[config.mk]
export PLATFORM = sky130hd
export DESIGN_NAME = mlsu_store_txn_sched_flat
export DESIGN_NICKNAME = d
export VERILOG_FILES = /design/src/rtl/mlsu_store_txn_sched_if.sv /design/src/rtl/mlsu_store_txn_sched.sv /design/src/flat_wrapper.sv
export SDC_FILE = /design/constraint.sdc
export NUM_CORES = 1
export LEC_CHECK = 0
export BUFFER_PORTS_ARGS = -buffer_cell sky130_fd_sc_hd__buf_2
export CORE_MARGIN = 1.5
export CORE_UTILIZATION = 30
export CTS_CLUSTER_DIAMETER = 40
export CTS_CLUSTER_SIZE = 24
export DETAILED_ROUTE_END_ITERATION = 10
export SLEW_MARGIN = 15
export SYNTH_ARGS = -nofsm -noshare
export SYNTH_HDL_FRONTEND = slang
export SYNTH_SLANG_ARGS = --single-unit
[constraint.sdc]
create_clock -name clk_i -period 13.4 [get_ports clk_i]
set_clock_uncertainty 0.2 [all_clocks]
set_input_delay 2.68 -clock clk_i [delete_from_list [all_inputs] [get_ports clk_i]]
set_output_delay 2.68 -clock clk_i [all_outputs]
set_load 0.1 [all_outputs]
[src/rtl/mlsu_store_txn_sched_if.sv]
// Handshake bundle between the store sequencer and its surroundings:
// request intake, AXI AW/B channels and the per-beat txn_ctrl stream.
interface mlsu_store_txn_sched_if #(
    parameter int AxiAddrWidth = 64,
    parameter int AxiDataWidth = 128,
    parameter int LenWidth     = 32
);
    localparam int LbnWidth = $clog2(AxiDataWidth / 4) + 1;

    logic                    req_valid_i;
    logic                    req_ready_o;
    logic [AxiAddrWidth-1:0] req_addr_i;
    logic [LenWidth-1:0]     req_nbytes_i;

    logic                    aw_valid_o;
    logic                    aw_ready_i;
    logic [AxiAddrWidth-1:0] aw_addr_o;
    logic [7:0]              aw_len_o;
    logic [2:0]              aw_size_o;

    logic                    txn_valid_o;
    logic                    txn_ready_i;
    logic [AxiAddrWidth:0]   txn_addr_o;
    logic                    txn_is_head_o;
    logic [7:0]              txn_rmn_beat_o;
    logic [LbnWidth-1:0]     txn_lbn_o;
    logic                    txn_is_final_o;

    logic                    b_valid_i;
    logic                    b_ready_o;
    logic [1:0]              b_resp_i;

    modport master (
        input  req_valid_i, req_addr_i, req_nbytes_i, aw_ready_i, txn_ready_i,
               b_valid_i, b_resp_i,
        output req_ready_o, aw_valid_o, aw_addr_o, aw_len_o, aw_size_o,
               txn_valid_o, txn_addr_o, txn_is_head_o, txn_rmn_beat_o, txn_lbn_o,
               txn_is_final_o, b_ready_o
    );

    modport slave (
        output req_valid_i, req_addr_i, req_nbytes_i, aw_ready_i, txn_ready_i,
               b_valid_i, b_resp_i,
        input  req_ready_o, aw_valid_o, aw_addr_o, aw_len_o, aw_size_o,
               txn_valid_o, txn_addr_o, txn_is_head_o, txn_rmn_beat_o, txn_lbn_o,
               txn_is_final_o, b_ready_o
    );
endinterface

[src/rtl/mlsu_store_txn_sched.sv]
// Store sequencer: splits one (addr, nbytes) request into 4 KiB / max-burst bounded
// AXI write bursts, issues AW, emits per-beat txn_ctrl and counts B responses.
module mlsu_store_txn_sched #(
    parameter int AxiAddrWidth   = 64,
    parameter int AxiDataWidth   = 128,
    parameter int LenWidth       = 32,
    parameter int MaxBurstBeats  = 256,
    parameter int MaxOutstanding = 4
) (
    input  logic                      clk_i,
    input  logic                      rst_i,
    mlsu_store_txn_sched_if.master    bus,
    output logic                      done_o,
    output logic                      err_o,
    output logic [1:0]                state_o
);
    localparam int BusBytes  = AxiDataWidth / 8;
    localparam int ByteShift = $clog2(BusBytes);
    localparam int LbnWidth  = $clog2(AxiDataWidth / 4) + 1;
    localparam int W1        = AxiAddrWidth + 1;
    localparam int OW        = $clog2(MaxOutstanding + 1);

    localparam logic [W1-1:0] AlignMask = ~W1'(BusBytes - 1);
    localparam logic [W1-1:0] PageMask  = ~W1'(4095);
    localparam logic [W1-1:0] PageSize  = W1'(4096);
    localparam logic [W1-1:0] BurstSpan = W1'(MaxBurstBeats * BusBytes);

    typedef enum logic [1:0] {S_IDLE = 2'd0, S_AW = 2'd1, S_BEAT = 2'd2, S_WAIT_B = 2'd3} state_e;

    state_e                  state_q;
    logic [OW-1:0]           outstanding_q;
    logic [W1-1:0]           end_q, burst_end_q;
    logic                    req_ready_q, aw_valid_q, txn_valid_q, b_ready_q;
    logic                    done_q, err_q;
    logic [AxiAddrWidth-1:0] aw_addr_q;
    logic [7:0]              aw_len_q, rmn_q;
    logic [AxiAddrWidth:0]   txn_addr_q;
    logic                    head_q, is_final_q;
    logic [LbnWidth-1:0]     lbn_q;

    // Burst geometry for the next burst, starting at the request address in
    // S_IDLE and at the previous burst end otherwise. Widened by one bit so
    // a request ending exactly at the top of the address space still fits.
    logic [W1-1:0]        base_c, end_c, aligned_c, page_end_c, span_end_c, burst_end_c;
    logic [7:0]           len_c;
    logic [ByteShift-1:0] last_off_c;
    logic [LbnWidth-1:0]  lbn_c;

    always_comb begin
        base_c      = (state_q == S_IDLE) ? {1'b0, bus.req_addr_i} : burst_end_q;
        end_c       = (state_q == S_IDLE) ? {1'b0, bus.req_addr_i} + W1'(bus.req_nbytes_i) : end_q;
        aligned_c   = base_c & AlignMask;
        page_end_c  = (base_c & PageMask) + PageSize;
        span_end_c  = aligned_c + BurstSpan;
        burst_end_c = end_c;
        if (page_end_c < burst_end_c) burst_end_c = page_end_c;
        if (span_end_c < burst_end_c) burst_end_c = span_end_c;
        len_c       = 8'((burst_end_c - aligned_c - W1'(1)) >> ByteShift);
        last_off_c  = burst_end_c[ByteShift-1:0] - ByteShift'(1);
        lbn_c       = {(LbnWidth-1)'(last_off_c) + (LbnWidth-1)'(1), 1'b0};
    end

    // Every channel transfers on a cycle where valid && ready are both high;
    // a producer holds valid and payload stable until that cycle.
    logic          accept, aw_hs, txn_hs, b_hs, load_burst, aw_allow;
    logic [OW-1:0] outstanding_n;

    assign accept        = (state_q == S_IDLE) && req_ready_q && bus.req_valid_i;
    assign aw_hs         = aw_valid_q && bus.aw_ready_i;
    assign txn_hs        = txn_valid_q && bus.txn_ready_i;
    assign b_hs          = b_ready_q && bus.b_valid_i && (outstanding_q != '0);
    assign outstanding_n = outstanding_q + OW'(aw_hs) - OW'(b_hs);
    assign aw_allow      = outstanding_n < OW'(MaxOutstanding);
    assign load_burst    = (accept && (bus.req_nbytes_i != '0)) ||
                           ((state_q == S_BEAT) && txn_hs && (rmn_q == '0) && !is_final_q);

    always_ff @(posedge clk_i) begin
        if (rst_i) begin
            state_q       <= S_IDLE;
            outstanding_q <= '0;
            end_q         <= '0;
            burst_end_q   <= '0;
            req_ready_q   <= 1'b1;
            aw_valid_q    <= 1'b0;
            txn_valid_q   <= 1'b0;
            b_ready_q     <= 1'b0;
            done_q        <= 1'b0;
            err_q         <= 1'b0;
            aw_addr_q     <= '0;
            aw_len_q      <= '0;
            rmn_q         <= '0;
            txn_addr_q    <= '0;
            head_q        <= 1'b0;
            is_final_q    <= 1'b0;
            lbn_q         <= '0;
        end else begin
            b_ready_q     <= 1'b1;
            done_q        <= 1'b0;
            outstanding_q <= outstanding_n;
            if (b_hs && (bus.b_resp_i != 2'b00)) err_q <= 1'b1;

            case (state_q)
                S_IDLE: begin
                    if (accept) begin
                        req_ready_q <= 1'b0;
                        err_q       <= 1'b0;
                        end_q       <= end_c;
                        state_q     <= (bus.req_nbytes_i == '0) ? S_WAIT_B : S_AW;
                    end
                end
                S_AW: begin
                    if (aw_hs) begin
                        aw_valid_q  <= 1'b0;
                        txn_valid_q <= 1'b1;
                        rmn_q       <= aw_len_q;
                        head_q      <= 1'b1;
                        state_q     <= S_BEAT;
                    end else begin
                        aw_valid_q  <= aw_allow;
                    end
                end
                S_BEAT: begin
                    if (txn_hs) begin
                        if (rmn_q == '0) begin
                            txn_valid_q <= 1'b0;
                            state_q     <= is_final_q ? S_WAIT_B : S_AW;
                        end else begin
                            rmn_q  <= rmn_q - 8'd1;
                            head_q <= 1'b0;
                        end
                    end
                end
                S_WAIT_B: begin
                    if (outstanding_q == '0) begin
                        done_q      <= 1'b1;
                        req_ready_q <= 1'b1;
                        state_q     <= S_IDLE;
                    end
                end
                default: state_q <= S_IDLE;
            endcase

            if (load_burst) begin
                aw_valid_q  <= aw_allow;
                aw_addr_q   <= base_c[AxiAddrWidth-1:0];
                aw_len_q    <= len_c;
                txn_addr_q  <= {base_c[AxiAddrWidth-1:0], 1'b0};
                lbn_q       <= lbn_c;
                is_final_q  <= (burst_end_c == end_c);
                burst_end_q <= burst_end_c;
            end
        end
    end

    always_ff @(posedge clk_i) begin
        if (!rst_i) begin
            if (bus.b_valid_i && b_ready_q) assert (outstanding_q != '0);
            if (accept) assert (!(end_c[AxiAddrWidth] && (|end_c[AxiAddrWidth-1:0])));
        end
    end

    assign bus.req_ready_o    = req_ready_q;
    assign bus.aw_valid_o     = aw_valid_q;
    assign bus.aw_addr_o      = aw_addr_q;
    assign bus.aw_len_o       = aw_len_q;
    assign bus.aw_size_o      = 3'(ByteShift);
    assign bus.txn_valid_o    = txn_valid_q;
    assign bus.txn_addr_o     = txn_addr_q;
    assign bus.txn_is_head_o  = head_q;
    assign bus.txn_rmn_beat_o = rmn_q;
    assign bus.txn_lbn_o      = lbn_q;
    assign bus.txn_is_final_o = is_final_q;
    assign bus.b_ready_o      = b_ready_q;
    assign done_o             = done_q;
    assign err_o              = err_q;
    assign state_o            = state_q;
endmodule

[src/flat_wrapper.sv]
// flat-port wrapper written by rule: the top's interface ports become plain ports
module mlsu_store_txn_sched_flat 
#(
    parameter int AxiAddrWidth   = 64,
    parameter int AxiDataWidth   = 128,
    parameter int LenWidth       = 32,
    parameter int MaxBurstBeats  = 256,
    parameter int MaxOutstanding = 4
)
  (clk_i, rst_i, done_o, err_o, state_o, bus_req_valid_i, bus_req_addr_i, bus_req_nbytes_i, bus_aw_ready_i, bus_txn_ready_i, bus_b_valid_i, bus_b_resp_i, bus_req_ready_o, bus_aw_valid_o, bus_aw_addr_o, bus_aw_len_o, bus_aw_size_o, bus_txn_valid_o, bus_txn_addr_o, bus_txn_is_head_o, bus_txn_rmn_beat_o, bus_txn_lbn_o, bus_txn_is_final_o, bus_b_ready_o);
  mlsu_store_txn_sched_if #(.AxiAddrWidth(AxiAddrWidth), .AxiDataWidth(AxiDataWidth), .LenWidth(LenWidth)) bus_i ();
  input  logic clk_i;
  input  logic rst_i;
  output logic done_o;
  output logic err_o;
  output logic [1:0] state_o;
  input wire logic [$bits(bus_i.req_valid_i)-1:0] bus_req_valid_i;
  input wire logic [$bits(bus_i.req_addr_i)-1:0] bus_req_addr_i;
  input wire logic [$bits(bus_i.req_nbytes_i)-1:0] bus_req_nbytes_i;
  input wire logic [$bits(bus_i.aw_ready_i)-1:0] bus_aw_ready_i;
  input wire logic [$bits(bus_i.txn_ready_i)-1:0] bus_txn_ready_i;
  input wire logic [$bits(bus_i.b_valid_i)-1:0] bus_b_valid_i;
  input wire logic [$bits(bus_i.b_resp_i)-1:0] bus_b_resp_i;
  output wire logic [$bits(bus_i.req_ready_o)-1:0] bus_req_ready_o;
  output wire logic [$bits(bus_i.aw_valid_o)-1:0] bus_aw_valid_o;
  output wire logic [$bits(bus_i.aw_addr_o)-1:0] bus_aw_addr_o;
  output wire logic [$bits(bus_i.aw_len_o)-1:0] bus_aw_len_o;
  output wire logic [$bits(bus_i.aw_size_o)-1:0] bus_aw_size_o;
  output wire logic [$bits(bus_i.txn_valid_o)-1:0] bus_txn_valid_o;
  output wire logic [$bits(bus_i.txn_addr_o)-1:0] bus_txn_addr_o;
  output wire logic [$bits(bus_i.txn_is_head_o)-1:0] bus_txn_is_head_o;
  output wire logic [$bits(bus_i.txn_rmn_beat_o)-1:0] bus_txn_rmn_beat_o;
  output wire logic [$bits(bus_i.txn_lbn_o)-1:0] bus_txn_lbn_o;
  output wire logic [$bits(bus_i.txn_is_final_o)-1:0] bus_txn_is_final_o;
  output wire logic [$bits(bus_i.b_ready_o)-1:0] bus_b_ready_o;
  assign bus_i.req_valid_i = bus_req_valid_i;
  assign bus_i.req_addr_i = bus_req_addr_i;
  assign bus_i.req_nbytes_i = bus_req_nbytes_i;
  assign bus_i.aw_ready_i = bus_aw_ready_i;
  assign bus_i.txn_ready_i = bus_txn_ready_i;
  assign bus_i.b_valid_i = bus_b_valid_i;
  assign bus_i.b_resp_i = bus_b_resp_i;
  assign bus_req_ready_o = bus_i.req_ready_o;
  assign bus_aw_valid_o = bus_i.aw_valid_o;
  assign bus_aw_addr_o = bus_i.aw_addr_o;
  assign bus_aw_len_o = bus_i.aw_len_o;
  assign bus_aw_size_o = bus_i.aw_size_o;
  assign bus_txn_valid_o = bus_i.txn_valid_o;
  assign bus_txn_addr_o = bus_i.txn_addr_o;
  assign bus_txn_is_head_o = bus_i.txn_is_head_o;
  assign bus_txn_rmn_beat_o = bus_i.txn_rmn_beat_o;
  assign bus_txn_lbn_o = bus_i.txn_lbn_o;
  assign bus_txn_is_final_o = bus_i.txn_is_final_o;
  assign bus_b_ready_o = bus_i.b_ready_o;
  mlsu_store_txn_sched #(.AxiAddrWidth(AxiAddrWidth), .AxiDataWidth(AxiDataWidth), .LenWidth(LenWidth), .MaxBurstBeats(MaxBurstBeats), .MaxOutstanding(MaxOutstanding)) u_core (.clk_i(clk_i), .rst_i(rst_i), .bus(bus_i), .done_o(done_o), .err_o(err_o), .state_o(state_o));
endmodule
==> results_dict.tcl <==
set metrics [dict create \
    drt_first_pass_iters 5 \
    endpoint "u_core.bus.aw_len_o[5]" \
    die_h_um 263 \
    die_w_um 263 \
    start_util_pct 30.3 \
    nets 3095 \
    root_buffer "clkbuf_16" \
    crit_path_max_incr_delay_ns 0.56 \
    clk_path_buf_depth 3 \
    htreeDepth 2 \
    core_area_um2 67000 \
    synth_seq_cells 224 \
    arrival_ns 12.85 \
    postSynthAreaPerCell_um2 7.64 \
    cts_resized 0 \
    synth_cells 2657 \
    max_freq_mhz 79.9 \
    cp-start-kind "input port" \
    antenna_left 0 \
    dp.final_hpwl_um 60300 \
    first_iter_violations 1933 \
    clock_latency_ns 0.61 \
    reg2reg_from "u_core.state_o[0]" \
    netlist_top_cells_count "307 x nand2_1, 275 x nor2_1, 241 x a21oi_1" \
    rrSetupSlack_ns 2.29 \
    area_growth_pct 18.0 \
    ys_warn_count 0 \
    die_area_um2 69200 \
    netlist.area_leader.share_pct 22.1 \
    worstSetupEndpointType "register" \
    placed_cell_area_um2 22100 \
    vias 20600 \
    drc 0 \
    ys_async_sr_fraction_pct 0 \
    fin_tns_setup_ns 0 \
    crit_type "input port to register" \
    cap_violations 0 \
    synth_ff_type "dfxtp_1" \
    crit_path_start "bus_req_nbytes_i[6]" \
    post_cts_hold_buffer_count 0 \
    synth_cell_types 107 \
    placementRows 95 \
    synth.largest_area_cell "dfxtp_1" \
    r2r_end "u_core.bus.aw_len_o[5]" \
    ff2ff_path_depth 46 \
    grt_overflow_total 0 \
    finalCriticalPeriod_ns 12.51 \
    finalCritPeriodShare_pct 93.4 \
    wl_per_cell_um 21.1 \
    cp.required_ns 13.73 \
    grt_pass1_vias 19100 \
    tightest_slew_ns 1.08 \
    drive_gt1_share_pct 17.9 \
    grt_usage_pct 22.1 \
    gp_congestion 0.946 \
    grt_pass1_wl_um 119000 \
    slew_viol_final 0 \
    via_per_inst 5.51 \
    antenna_cells 0 \
    worst-path-max-fanout 40 \
    fin_area_um2 23900 \
    cts_setup_buffers 0 \
    ios 268 \
    port-buffer-count 262 \
    wl_um 78900 \
    final_core_util_pct 35.7 \
    clock_sinks 224 \
    final-hold-violation-count 0 \
    synth.most_common_cell "nand2_1" \
    synthesis.area_um2 20300 \
    slowest_stage "o31ai_1" \
    numCtsBuffers 53 \
    setup_viol 0 \
    rsz0062_at_grt "no" \
    min_path_type "register to register" \
    ys_seq_area_share_pct 22.1 \
    clk_pin_slew_worst_paths_ns 0.05 \
    grt_max_degree 81 \
    antenna_found_initial 2 \
    synth_edf_count 0 \
    synth_area_leaders "dfxtp_1 22%, ha_1 9.8%, a21oi_1 5.9%" \
    tritoncts "done" \
    relSlewSlack_pct 27.9 \
    status "complete, no violations" \
]
==> registers in the layout, summed over array words and instances (netlist names) <==
signal	flops
u_core.bus.txn_is_head_o	1
u_core.bus.b_ready_o	1
u_core.bus.aw_addr_o	64
u_core.bus.txn_rmn_beat_o	8
u_core.end_q	65
u_core.bus.req_ready_o	1
u_core.state_o	2
u_core.bus.txn_valid_o	1
u_core.bus.txn_lbn_o	4
u_core.bus.txn_is_final_o	1
u_core.err_o	1
u_core.outstanding_q	3
u_core.bus.aw_valid_o	1
u_core.burst_end_q	62
u_core.bus.aw_len_o	8
u_core.done_o	1
==> through the flow <==
stage               std cells  hold slack, ns  setup WS, ns
floorplan                2660           0.229          1.11
global placement         3648           0.238         0.708
detailed placement       3648           0.243         0.423
CTS                      3747           0.249          1.02
global route             3747           0.271        0.0770
finish                   3747           0.248         0.886
==> how the worst min path moves through the flow <==
| stage | cells past startpoint | from | endpoint | slack (ns) |
|---|---|---|---|---|
| 5_1_grt | 2 | u_core.burst_end_q[31] | u_core.burst_end_q[31] | 0.27 |
| 6_report | 2 | u_core.burst_end_q[51] | u_core.burst_end_q[51] | 0.25 |
| 3_5_place_dp | 2 | u_core.burst_end_q[9] | u_core.burst_end_q[9] | 0.24 |
| 2_1_floorplan | 2 | u_core.burst_end_q[59] | u_core.burst_end_q[59] | 0.23 |
| 3_3_place_gp | 2 | u_core.end_q[19] | u_core.end_q[19] | 0.24 |
| 4_1_cts | 2 | u_core.burst_end_q[9] | u_core.burst_end_q[9] | 0.25 |
==> area by class of cell <==
class,instances,area (um^2)
Fill cell,7042,43100
Multi-Input combinational cell,2121,14200
Sequential cell,224,4480
Timing Repair Buffer,342,1960
Clock buffer,63,1430
Tap cell,873,1090
Clock inverter,36,420
Inverter,88,330
==> cells in the final DEF (no fill, tap or decap), drive strengths merged, types with 90 or more instances in the layout <==
cell and instances:
mux2i 101, xnor2 96, inv 95, a21oi 245, a211oi 90, buf 342, dfxtp 224, nand2 309
ha 159, nor2 278
==> logic make-up (layout without fill, tap and decap cells) <==
group / Yosys count / in the layout / share of synthesized area, %
AND/OR/NAND/NOR: 985 / 985 / 23.6
AO/OA/AOI/OAI: 692 / 692 / 23.3
buffers and inverters: 315 / 529 / 7.96
flip-flops: 224 / 224 / 22.1
XOR/XNOR: 165 / 165 / 7.31
adder cells (fa/ha/maj): 161 / 161 / 10.0
multiplexers: 113 / 113 / 5.70
other: 2 / 5 / 0.0370
==> critical path: cells and delay by family <==
kind,cells,cell delay (ns)
adders and majority gates,4,1.29
and+or+nand+nor,12,1.91
buffers and inverters,2,0.38
muxes,2,0.58
AOI/OAI and AO/OA,22,5.85
xor gates and xnor gates,1,0.11
==> metal layers <==
metal | vias to the layer above | wire length, um | part of all wire (%) | GRT usage [%]
met1 | 9746 | 35000 | 44 | 29.9
met3 | 121 | 5790 | 7.3 | 3.68
li1 | 9967 | - | - | -
met4 | 4 | 2400 | 3.0 | 7.42
met5 | - | 20 | 0.025 | 0
met2 | 795 | 35700 | 45 | 35.5
Power is left out: the tool's default activity adds up to more than one toggle a clock period on the data nets, which glitch-free logic cannot reach.
